<file path="src/rtl/extrema_cmp_sched_if.sv">
// Request/response bundle for extrema_cmp_sched.
// The master drives the request and the 3x3x3 cube. The slave returns status and results.
interface extrema_cmp_sched_if;
  logic         iStart;
  logic [215:0] iCube;
  logic         oBusy;
  logic         oDone;
  logic         oIsMax;
  logic         oIsMin;

  modport master (
    output iStart,
    output iCube,
    input  oBusy,
    input  oDone,
    input  oIsMax,
    input  oIsMin
  );

  modport slave (
    input  iStart,
    input  iCube,
    output oBusy,
    output oDone,
    output oIsMax,
    output oIsMin
  );
endinterface

</file>
<file path="src/rtl/extrema_cmp_sched.sv">
// Time-multiplexed SIFT extremum test. One registered 1-vs-3 ">=" comparator is swept
// over the 26 neighbours twice: a max pass, then a min pass that uses inverted operands.
// Optional build macro: EXTREMA_EARLY_EXIT_EN. When it is defined, the scheduler skips
// the rest of a pass as soon as that pass has a failing result.
module extrema_cmp_sched (
  input  logic                      iclk,
  input  logic                      irst_n,
  extrema_cmp_sched_if.slave        bus
);

  typedef enum logic [1:0] {StIdle, StRun, StDrain} state_e;

  localparam logic [4:0] LastStep = 5'd17;
  localparam logic [4:0] MinStep  = 5'd9;

  state_e       state_q;
  logic [4:0]   step_q;
  logic [215:0] cube_q;
  logic         acc_max_q, acc_min_q;
  logic         cmp_vld_q, cmp_res_q, cmp_tag_q;  // tag: 0 = max pass, 1 = min pass
  logic         busy_q, done_q, is_max_q, is_min_q;

  logic [7:0]   nb [27];
  logic [7:0]   centre;
  logic         min_pass;
  logic [4:0]   grp, base;
  logic [7:0]   op_a, op_b0, op_b1, op_b2;
  logic         cmp_res;
  logic         ret_fail_max, ret_fail_min;
  logic         acc_max_nxt, acc_min_nxt;

  // Neighbour list skips the centre (byte 13). Slot 26 duplicates n25 to fill group 8.
  always_comb begin
    for (int k = 0; k < 13; k++) nb[k] = cube_q[8*k +: 8];
    for (int k = 13; k < 26; k++) nb[k] = cube_q[8*(k+1) +: 8];
    nb[26] = cube_q[8*26 +: 8];
  end

  // Select the operands for the current step. The min pass inverts every operand.
  always_comb begin
    centre   = cube_q[104 +: 8];
    min_pass = (step_q >= MinStep);
    grp      = min_pass ? (step_q - MinStep) : step_q;
    base     = grp * 5'd3;
    op_a     = min_pass ? ~centre : centre;
    op_b0    = min_pass ? ~nb[base]        : nb[base];
    op_b1    = min_pass ? ~nb[base + 5'd1] : nb[base + 5'd1];
    op_b2    = min_pass ? ~nb[base + 5'd2] : nb[base + 5'd2];
    cmp_res  = (op_a >= op_b0) && (op_a >= op_b1) && (op_a >= op_b2);
  end

  // Fold the result that retires this cycle into its accumulator.
  always_comb begin
    ret_fail_max = cmp_vld_q && !cmp_tag_q && !cmp_res_q;
    ret_fail_min = cmp_vld_q &&  cmp_tag_q && !cmp_res_q;
    acc_max_nxt  = acc_max_q & ~ret_fail_max;
    acc_min_nxt  = acc_min_q & ~ret_fail_min;
  end

  // Scheduler FSM, comparator pipe, accumulators and registered outputs.
  always_ff @(posedge iclk or negedge irst_n) begin
    if (!irst_n) begin
      state_q   <= StIdle;
      step_q    <= '0;
      cube_q    <= '0;
      acc_max_q <= 1'b1;
      acc_min_q <= 1'b1;
      cmp_vld_q <= 1'b0;
      cmp_res_q <= 1'b0;
      cmp_tag_q <= 1'b0;
      busy_q    <= 1'b0;
      done_q    <= 1'b0;
      is_max_q  <= 1'b0;
      is_min_q  <= 1'b0;
    end else begin
      done_q    <= 1'b0;
      cmp_vld_q <= 1'b0;
      acc_max_q <= acc_max_nxt;
      acc_min_q <= acc_min_nxt;
      unique case (state_q)
        StIdle: begin
          if (bus.iStart) begin
            cube_q    <= bus.iCube;
            step_q    <= '0;
            acc_max_q <= 1'b1;
            acc_min_q <= 1'b1;
            busy_q    <= 1'b1;
            state_q   <= StRun;
          end
        end
        StRun: begin
          cmp_vld_q <= 1'b1;
          cmp_res_q <= cmp_res;
          cmp_tag_q <= min_pass;
          step_q    <= step_q + 5'd1;
          if (step_q == LastStep) state_q <= StDrain;
`ifdef EXTREMA_EARLY_EXIT_EN
          // A failing max result ends the max pass. A failing min result ends the scan.
          // The compare issued in this cycle is dropped in both cases.
          if (ret_fail_max && !min_pass) begin
            cmp_vld_q <= 1'b0;
            step_q    <= MinStep;
          end else if (ret_fail_min) begin
            cmp_vld_q <= 1'b0;
            state_q   <= StDrain;
          end
`endif
        end
        StDrain: begin
          state_q  <= StIdle;
          busy_q   <= 1'b0;
          done_q   <= 1'b1;
          is_max_q <= acc_max_nxt;
          is_min_q <= acc_min_nxt;
        end
        default: state_q <= StIdle;
      endcase
    end
  end

  assign bus.oBusy  = busy_q;
  assign bus.oDone  = done_q;
  assign bus.oIsMax = is_max_q;
  assign bus.oIsMin = is_min_q;

endmodule
</file>
<file path="src/flat_wrapper.sv">
// flat-port wrapper written by rule: the top's interface ports become plain ports
module extrema_cmp_sched_flat 
  (iclk, irst_n, bus_iStart, bus_iCube, bus_oBusy, bus_oDone, bus_oIsMax, bus_oIsMin);
  extrema_cmp_sched_if bus_i ();
  input  logic iclk;
  input  logic irst_n;
  input wire logic [$bits(bus_i.iStart)-1:0] bus_iStart;
  input wire logic [$bits(bus_i.iCube)-1:0] bus_iCube;
  output wire logic [$bits(bus_i.oBusy)-1:0] bus_oBusy;
  output wire logic [$bits(bus_i.oDone)-1:0] bus_oDone;
  output wire logic [$bits(bus_i.oIsMax)-1:0] bus_oIsMax;
  output wire logic [$bits(bus_i.oIsMin)-1:0] bus_oIsMin;
  assign bus_i.iStart = bus_iStart;
  assign bus_i.iCube = bus_iCube;
  assign bus_oBusy = bus_i.oBusy;
  assign bus_oDone = bus_i.oDone;
  assign bus_oIsMax = bus_i.oIsMax;
  assign bus_oIsMin = bus_i.oIsMin;
  extrema_cmp_sched u_core (.iclk(iclk), .irst_n(irst_n), .bus(bus_i));
endmodule
</file>
<file path="config.mk">
export PLATFORM = sky130hd
export DESIGN_NAME = extrema_cmp_sched_flat
export DESIGN_NICKNAME = d
export VERILOG_FILES = /design/src/rtl/extrema_cmp_sched_if.sv /design/src/rtl/extrema_cmp_sched.sv /design/src/flat_wrapper.sv
export SDC_FILE = /design/constraint.sdc
export NUM_CORES = 1
export LEC_CHECK = 0
export BUFFER_PORTS_ARGS = -buffer_cell sky130_fd_sc_hd__buf_4
export CAP_MARGIN = 40
export CORE_ASPECT_RATIO = 2
export CORE_MARGIN = 1
export CORE_UTILIZATION = 40
export CTS_CLUSTER_DIAMETER = 150
export DETAILED_ROUTE_END_ITERATION = 16
export HOLD_SLACK_MARGIN = 0.06
export PLACE_DENSITY = 0.63
export SLEW_MARGIN = 20
export SYNTH_ARGS = -nofsm -noshare
export SYNTH_HDL_FRONTEND = slang
export SYNTH_SLANG_ARGS = --single-unit
export TNS_END_PERCENT = 20
</file>
<file path="constraint.sdc">
create_clock -name iclk -period 8.4 [get_ports iclk]
set_input_delay 0.42 -clock iclk [delete_from_list [all_inputs] [get_ports iclk]]
set_output_delay 0.42 -clock iclk [all_outputs]
set_load 0.05 [all_outputs]
</file>
==> metrics, run 1 <==
slew margin rel.=0.366; clock sink total=about 230; Worst R2R Setup Slack=around 1.2 ns; Global Route Usage Sum=0.309; commonest cells after routing, fill and taps aside=698 x nand2_1, 254 x buf_4, 230 x dfrtp_1; die area=around 40000 um^2; htree depth=1; # diodes=0; top_reg_cell synth=dfrtp_1; via count=around 14000; core area=about 37000 um^2; cells after synthesis=~1800; Worst Hold Class=primary input to flop; Root Driver=clkbuf_16; TritonCTS clock tree=done; final net count=approximately 2200; DRT Wirelength=between 50000 and 60000 um; antenna violations before repair=1; Setup crit end=u_core.cmp_res_q$_DFFE_PN0P_; commonest non-fill, non-tap cell in the layout=nand2_1; DR WL/cell=between 20 and 25 um; flops & latches, synth=~230; Setup TNS Final=0 ns; vias in the first global route=roughly 14000; Max Clock Skew=~0.012 ns; outcome=finished, final reports clean; first-pass GRT wire length=approximately 90000 um; largest net degree at the start of global routing=218; PortBufs=approximately 220; Core Rows=100; asr flop ratio synth=1.00; max cap viols=0; part of the Yosys area used for sequential elements=0.381; Routed Antenna Nets=0; reg2reg path depth=26; Detail Placement HPWL=45500 um; R2R Path End=u_core.cmp_res_q$_DFFE_PN0P_; clock latency at the later pin of the worst-skew pair=0.55 ns; R2R Path Start=u_core.step_q[1]$_DFFE_PN0P_; CP startpoint kind=flop; Critical Path RT=between 8 and 9 ns; library cells used by synthesis=62; Setup-failing EPs final=0; Max Clk Rate=about 0.14 GHz; Crit Path Class=flop to flop; top cell type's share of synthesized area=0.378; Yosys Warn Count=0; Die Span Y=about 280 um; Arrival @ worst endpoint=roughly 7.6 ns; Slew Viols, Final=0; CTS clk-pin slew, worst paths=0.07 ns; Crit. Startpoint=u_core.step_q[1]$_DFFE_PN0P_; Clock Path Buffers=3; Synth-to-Final Area Change=24.7%; crit share post-route=0.855; io pins=223; synthesized area=15200 um^2; gpl congestion=roughly 0.99; Syn Area/Cell=between 8 and 9 um^2; post-DR vias/cell=roughly 5.8; Least-Margin Pin Slew=approximately 0.95 ns; TritonCTS Buffers=22; starting density of the core=0.407; CP Max Fanout=30; RSZ-0062 raised after global routing=false; Tmin final=a little over 7 ns; Post-Syn Nets=2006; GRT overflow=0; DRT Pass-1 Iters=6; Critical Path End Type=flop; post-synth top area cell=dfrtp_1; final hold vios=0; number of synthesized flops with an enable pin=0; Synth area leaders=dfrtp_1 38%, nand2_1 17%, mux4_2 11%; Die X=roughly 140 um; DR DRC count=0; share of cells above drive strength 1=0.194; DR iter-0 viols=~1100
[per-layer routing]
metal,GRT usage,up-vias,wire (um)
li1,-,6582,-
met1,0.328,6984,20500
met2,0.564,528,31800
met3,0.0306,151,2560
met4,0.227,2,4950
met5,0,-,13
[logic make-up (layout without fill, tap and decap cells)]
| family | after synthesis | after routing | share of synthesized area |
|---|---|---|---|
| compound gates | 272 | 272 | 0.123 |
| xor+xnor | 46 | 46 | 0.0274 |
| fa+ha+maj | 33 | 33 | 0.0276 |
| buf+inv | 149 | 403 | 0.0386 |
| flops | 232 | 232 | 0.381 |
| mux | 172 | 172 | 0.176 |
| simple gates | 850 | 850 | 0.227 |
[worst max-delay path: stages, from the launching register on]
cell and delay [ns]:
dfrtp_1 0.47, inv_1 0.14, ha_1 0.26, or3_1 0.43, o21ai_0 0.22, nor2b_2 0.17, buf_4 0.43, a21boi_0 0.40
ha_2 0.33, fa_1 0.57, ha_1 0.32, o311ai_1 0.17, xnor2_1 0.54, and2_1 0.53, a22oi_1 0.18, o31ai_1 0.11
a21oi_1 0.15, xnor2_1 0.18, ha_1 0.30, nand2b_1 0.14, a21o_1 0.17, a21o_1 0.17, a21oi_1 0.14, nor2b_1 0.06
o21ai_0 0.15, a21oi_1 0.09, a32o_1 0.24
[cell usage after synthesis (13+ instances only)]
library cell	n
clkbuf_1	110
inv_1	13
a31oi_1	20
nor3_1	14
a22oi_1	38
a21oi_1	44
o21ai_0	48
nand3_1	31
xnor2_1	39
dfrtp_1	230
nor2_1	33
nand2_1	698
and2_1	15
ha_1	32
a22o_1	22
mux2i_1	92
nor2b_1	18
mux4_2	76
[through the flow]
stage	hold slack (ns)	area, um^2	setup slack, ns	std cells	util
2_1_floorplan	0.124	15200	1.87	1754	-
3_3_place_gp	0.468	17300	1.43	2335	0.461
3_5_place_dp	0.478	17300	1.30	2338	0.463
4_1_cts	0.0601	19000	1.26	2465	0.507
5_1_grt	0.0737	19000	0.835	2467	0.508
6_report	0.0756	19000	1.22	2467	0.508
[repair_timing]
item | in CTS | in global routing
buffers inserted | 0 | 0
resized for setup | 0 | 0
hold buffers | 88 | 0
hold endpoints to repair | 176 | 0
[area by class of cell]
cell class,count,area [um^2]
Clock buffer,31,656
Inverter,16,65.1
Sequential cell,232,5810
Clock inverter,8,120
Tap cell,459,574
Fill cell,3449,18400
Timing Repair Buffer,348,2910
Multi-Input combinational cell,1373,8870
[registers in the layout (all words and copies together), names as in the netlist]
signal and flops:
u_core.cube_q 216, u_core.step_q 5, u_core.state_q 2, u_core.acc_max_q 1
u_core.acc_min_q 1, u_core.bus.oBusy 1, u_core.bus.oDone 1, u_core.bus.oIsMax 1
u_core.bus.oIsMin 1, u_core.cmp_res_q 1, u_core.cmp_tag_q 1, u_core.cmp_vld_q 1
[worst min-delay path by stage]
stage              startpoint                        endpoint  slack (ns)  depth (start not counted)
6_report       bus_iCube[215]  u_core.cube_q[215]$_DFFE_PN0P_        0.08                          3
5_1_grt        bus_iCube[173]  u_core.cube_q[173]$_DFFE_PN0P_        0.07                          3
4_1_cts        bus_iCube[140]  u_core.cube_q[140]$_DFFE_PN0P_        0.06                          3
3_5_place_dp           irst_n   u_core.cube_q[18]$_DFFE_PN0P_        0.48                          1
3_3_place_gp           irst_n   u_core.cube_q[15]$_DFFE_PN0P_        0.47                          1
2_1_floorplan          irst_n    u_core.bus.oBusy$_DFFE_PN0P_        0.12                          0
Power of run 1 is left out: the tool's default activity adds up to more than one toggle a clock period on the data nets, which glitch-free logic cannot reach.
==> run 2: changes to the inputs <==
--- a/config.mk
+++ b/config.mk
@@ -10,6 +10,7 @@
 export CORE_ASPECT_RATIO = 2
 export CORE_MARGIN = 1
 export CORE_UTILIZATION = 40
+export CTS_BUF_LIST = sky130_fd_sc_hd__clkbuf_8
 export CTS_CLUSTER_DIAMETER = 150
 export DETAILED_ROUTE_END_ITERATION = 16
 export HOLD_SLACK_MARGIN = 0.06
==> metrics, run 2 (synthesis results as in run 1) <==
Reg with most FFs=u_core.cube_q; io pins=between 200 and 250; post-route cell area=between 15000 and 20000 um^2; share of cells above drive strength 1=0.188; Regs by FF count=u_core.cube_q: 216 flops, u_core.step_q: 5 flops, u_core.state_q: 2 flops; clock sink total=~230; DR DRC count=0; clock latency at the later pin of the worst-skew pair=~0.58 ns; Critical Path End Type=flop; PortBufs=between 200 and 250; Routed Antenna Nets=0; Largest stage delay, worst path=roughly 0.57 ns; DR WL/cell=between 20 and 25 um; Slew Viols, Final=0; Max Clock Skew=0.0240 ns; CTS clk-pin slew, worst paths=roughly 0.070 ns; Root Driver=clkbuf_8; largest net degree at the start of global routing=~220; GRT overflow=0; DR iter-0 viols=roughly 1100; Worst R2R Setup Slack=1.20 ns; Arrival @ worst endpoint=~7.7 ns; die area=slightly below 40000 um^2; Largest register FFs=approximately 220; core area=approximately 37000 um^2; TritonCTS Buffers=37; commonest non-fill, non-tap cell in the layout=nand2_1; max cap viols=0; starting density of the core=0.407; crit share post-route=0.858; Least-Margin Pin Slew=0.957 ns; Crit Path Class=flop to flop; Die Span Y=around 280 um; Core Rows=100; slew margin rel.=0.362; via count=approximately 15000; PostCTS Resize Cnt=0; RSZ-0062 raised after global routing=false; outcome=finished, final reports clean; Global Route Usage Sum=0.323; setup bufs post-CTS=0; Max Clk Rate=approximately 0.14 GHz; Worst Hold Class=primary input to flop; antenna violations before repair=2; Die X=~140 um; slowest CP cell=fa_1; kind of cell adding the most delay to the critical path=compound AO/OA/AOI/OAI gates; Clock Path Buffers=3; DRT Wirelength=between 60000 and 70000 um; DRT Pass-1 Iters=7; Synth-to-Final Area Change=30.9%; htree depth=2; Critical path buffers and inverters=2; TritonCTS clock tree=done; final hold vios=0; vias in the first global route=between 15000 and 20000; Detail Placement HPWL=about 46000 um; final net count=2362; commonest cells after routing, fill and taps aside=698 x nand2_1, 254 x buf_4, 230 x dfrtp_1; Tmin final=7.20 ns; Critical Path RT=about 8.9 ns; dpl cell area=between 15000 and 20000 um^2; Setup TNS Final=0 ns; first-pass GRT wire length=roughly 90000 um; CP startpoint kind=flop; CP Max Fanout=30; Setup-failing EPs final=0; post-DR vias/cell=5.69; gpl congestion=0.993
## run 2: cell types whose count changed in the layout (fill, tap and decap cells not counted), sizes merged
| cell | delta |
|---|---|
| inv | +18 |
| dlygate4sd3 | +101 |
| clkbuf | +13 |
| clkinvlp | -1 |
| diode | +2 |
| bufinv | -2 |
| clkinv | -2 |
## run 2: repair_timing
item	CTS	global route
hold buffers	189	0
hold endpoints to repair	277	0
endpoints found under the setup margin	0	0
## run 2: final timing paths
| path | depth (start not counted) | startpoint | endpoint |
|---|---|---|---|
| max in group asynchronous | 4 | irst_n | u_core.cube_q[204]$_DFFE_PN0P_ |
| worst min register to register | 2 | u_core.bus.oIsMax$_DFFE_PN0P_ | u_core.bus.oIsMax$_DFFE_PN0P_ |
| min in group asynchronous | 2 | irst_n | u_core.cube_q[7]$_DFFE_PN0P_ |
| worst max register to register | 26 | u_core.step_q[1]$_DFFE_PN0P_ | u_core.cmp_res_q$_DFFE_PN0P_ |
| worst min-delay path | 3 | bus_iCube[116] | u_core.cube_q[116]$_DFFE_PN0P_ |
| worst max-delay path | 26 | u_core.step_q[1]$_DFFE_PN0P_ | u_core.cmp_res_q$_DFFE_PN0P_ |
## run 2: layout make-up
type	count	area [um^2]
Tap cell	459	574
Timing Repair Buffer	450	3930
Inverter	16	65.1
Clock buffer	43	592
Antenna cell	2	5.00
Clock inverter	21	115
Sequential cell	232	5810
Multi-Input combinational cell	1373	8870
Fill cell	3349	17500
## run 2: per-stage QoR
stage,std cells,utilization,setup WS [ns],hold WS (ns)
finish,2596,0.534,1.20,0.0763
global route,2595,0.533,0.806,0.0736
CTS,2591,0.532,1.26,0.0614
detailed placement,2338,0.463,1.30,0.478
global placement,2335,0.461,1.43,0.468
floorplan,1754,-,1.87,0.124
## run 2: metal layers
layer / track usage / share of wire / up-vias
met3: 0.0480 / 0.051 / 179
met4: 0.265 / 0.093 / 0
li1: - / - / 6827
met2: 0.569 / 0.52 / 563
met1: 0.337 / 0.34 / 7202
met5: 0 / 0 / -
## run 2: worst register-to-register path, stage by stage, from the launching register on
cell and delay (ns):
dfrtp_1 0.48, inv_1 0.14, ha_1 0.26, or3_1 0.43
o21ai_0 0.21, nor2b_2 0.17, buf_4 0.43, a21boi_0 0.42
ha_2 0.33, fa_1 0.57, ha_1 0.32, o311ai_1 0.17
xnor2_1 0.55, and2_1 0.52, a22oi_1 0.17, o31ai_1 0.11
a21oi_1 0.15, xnor2_1 0.18, ha_1 0.30, nand2b_1 0.14
a21o_1 0.17, a21o_1 0.17, a21oi_1 0.14, nor2b_1 0.06
o21ai_0 0.16, a21oi_1 0.09, a32o_1 0.24
Power of run 2 is left out for the same reason.
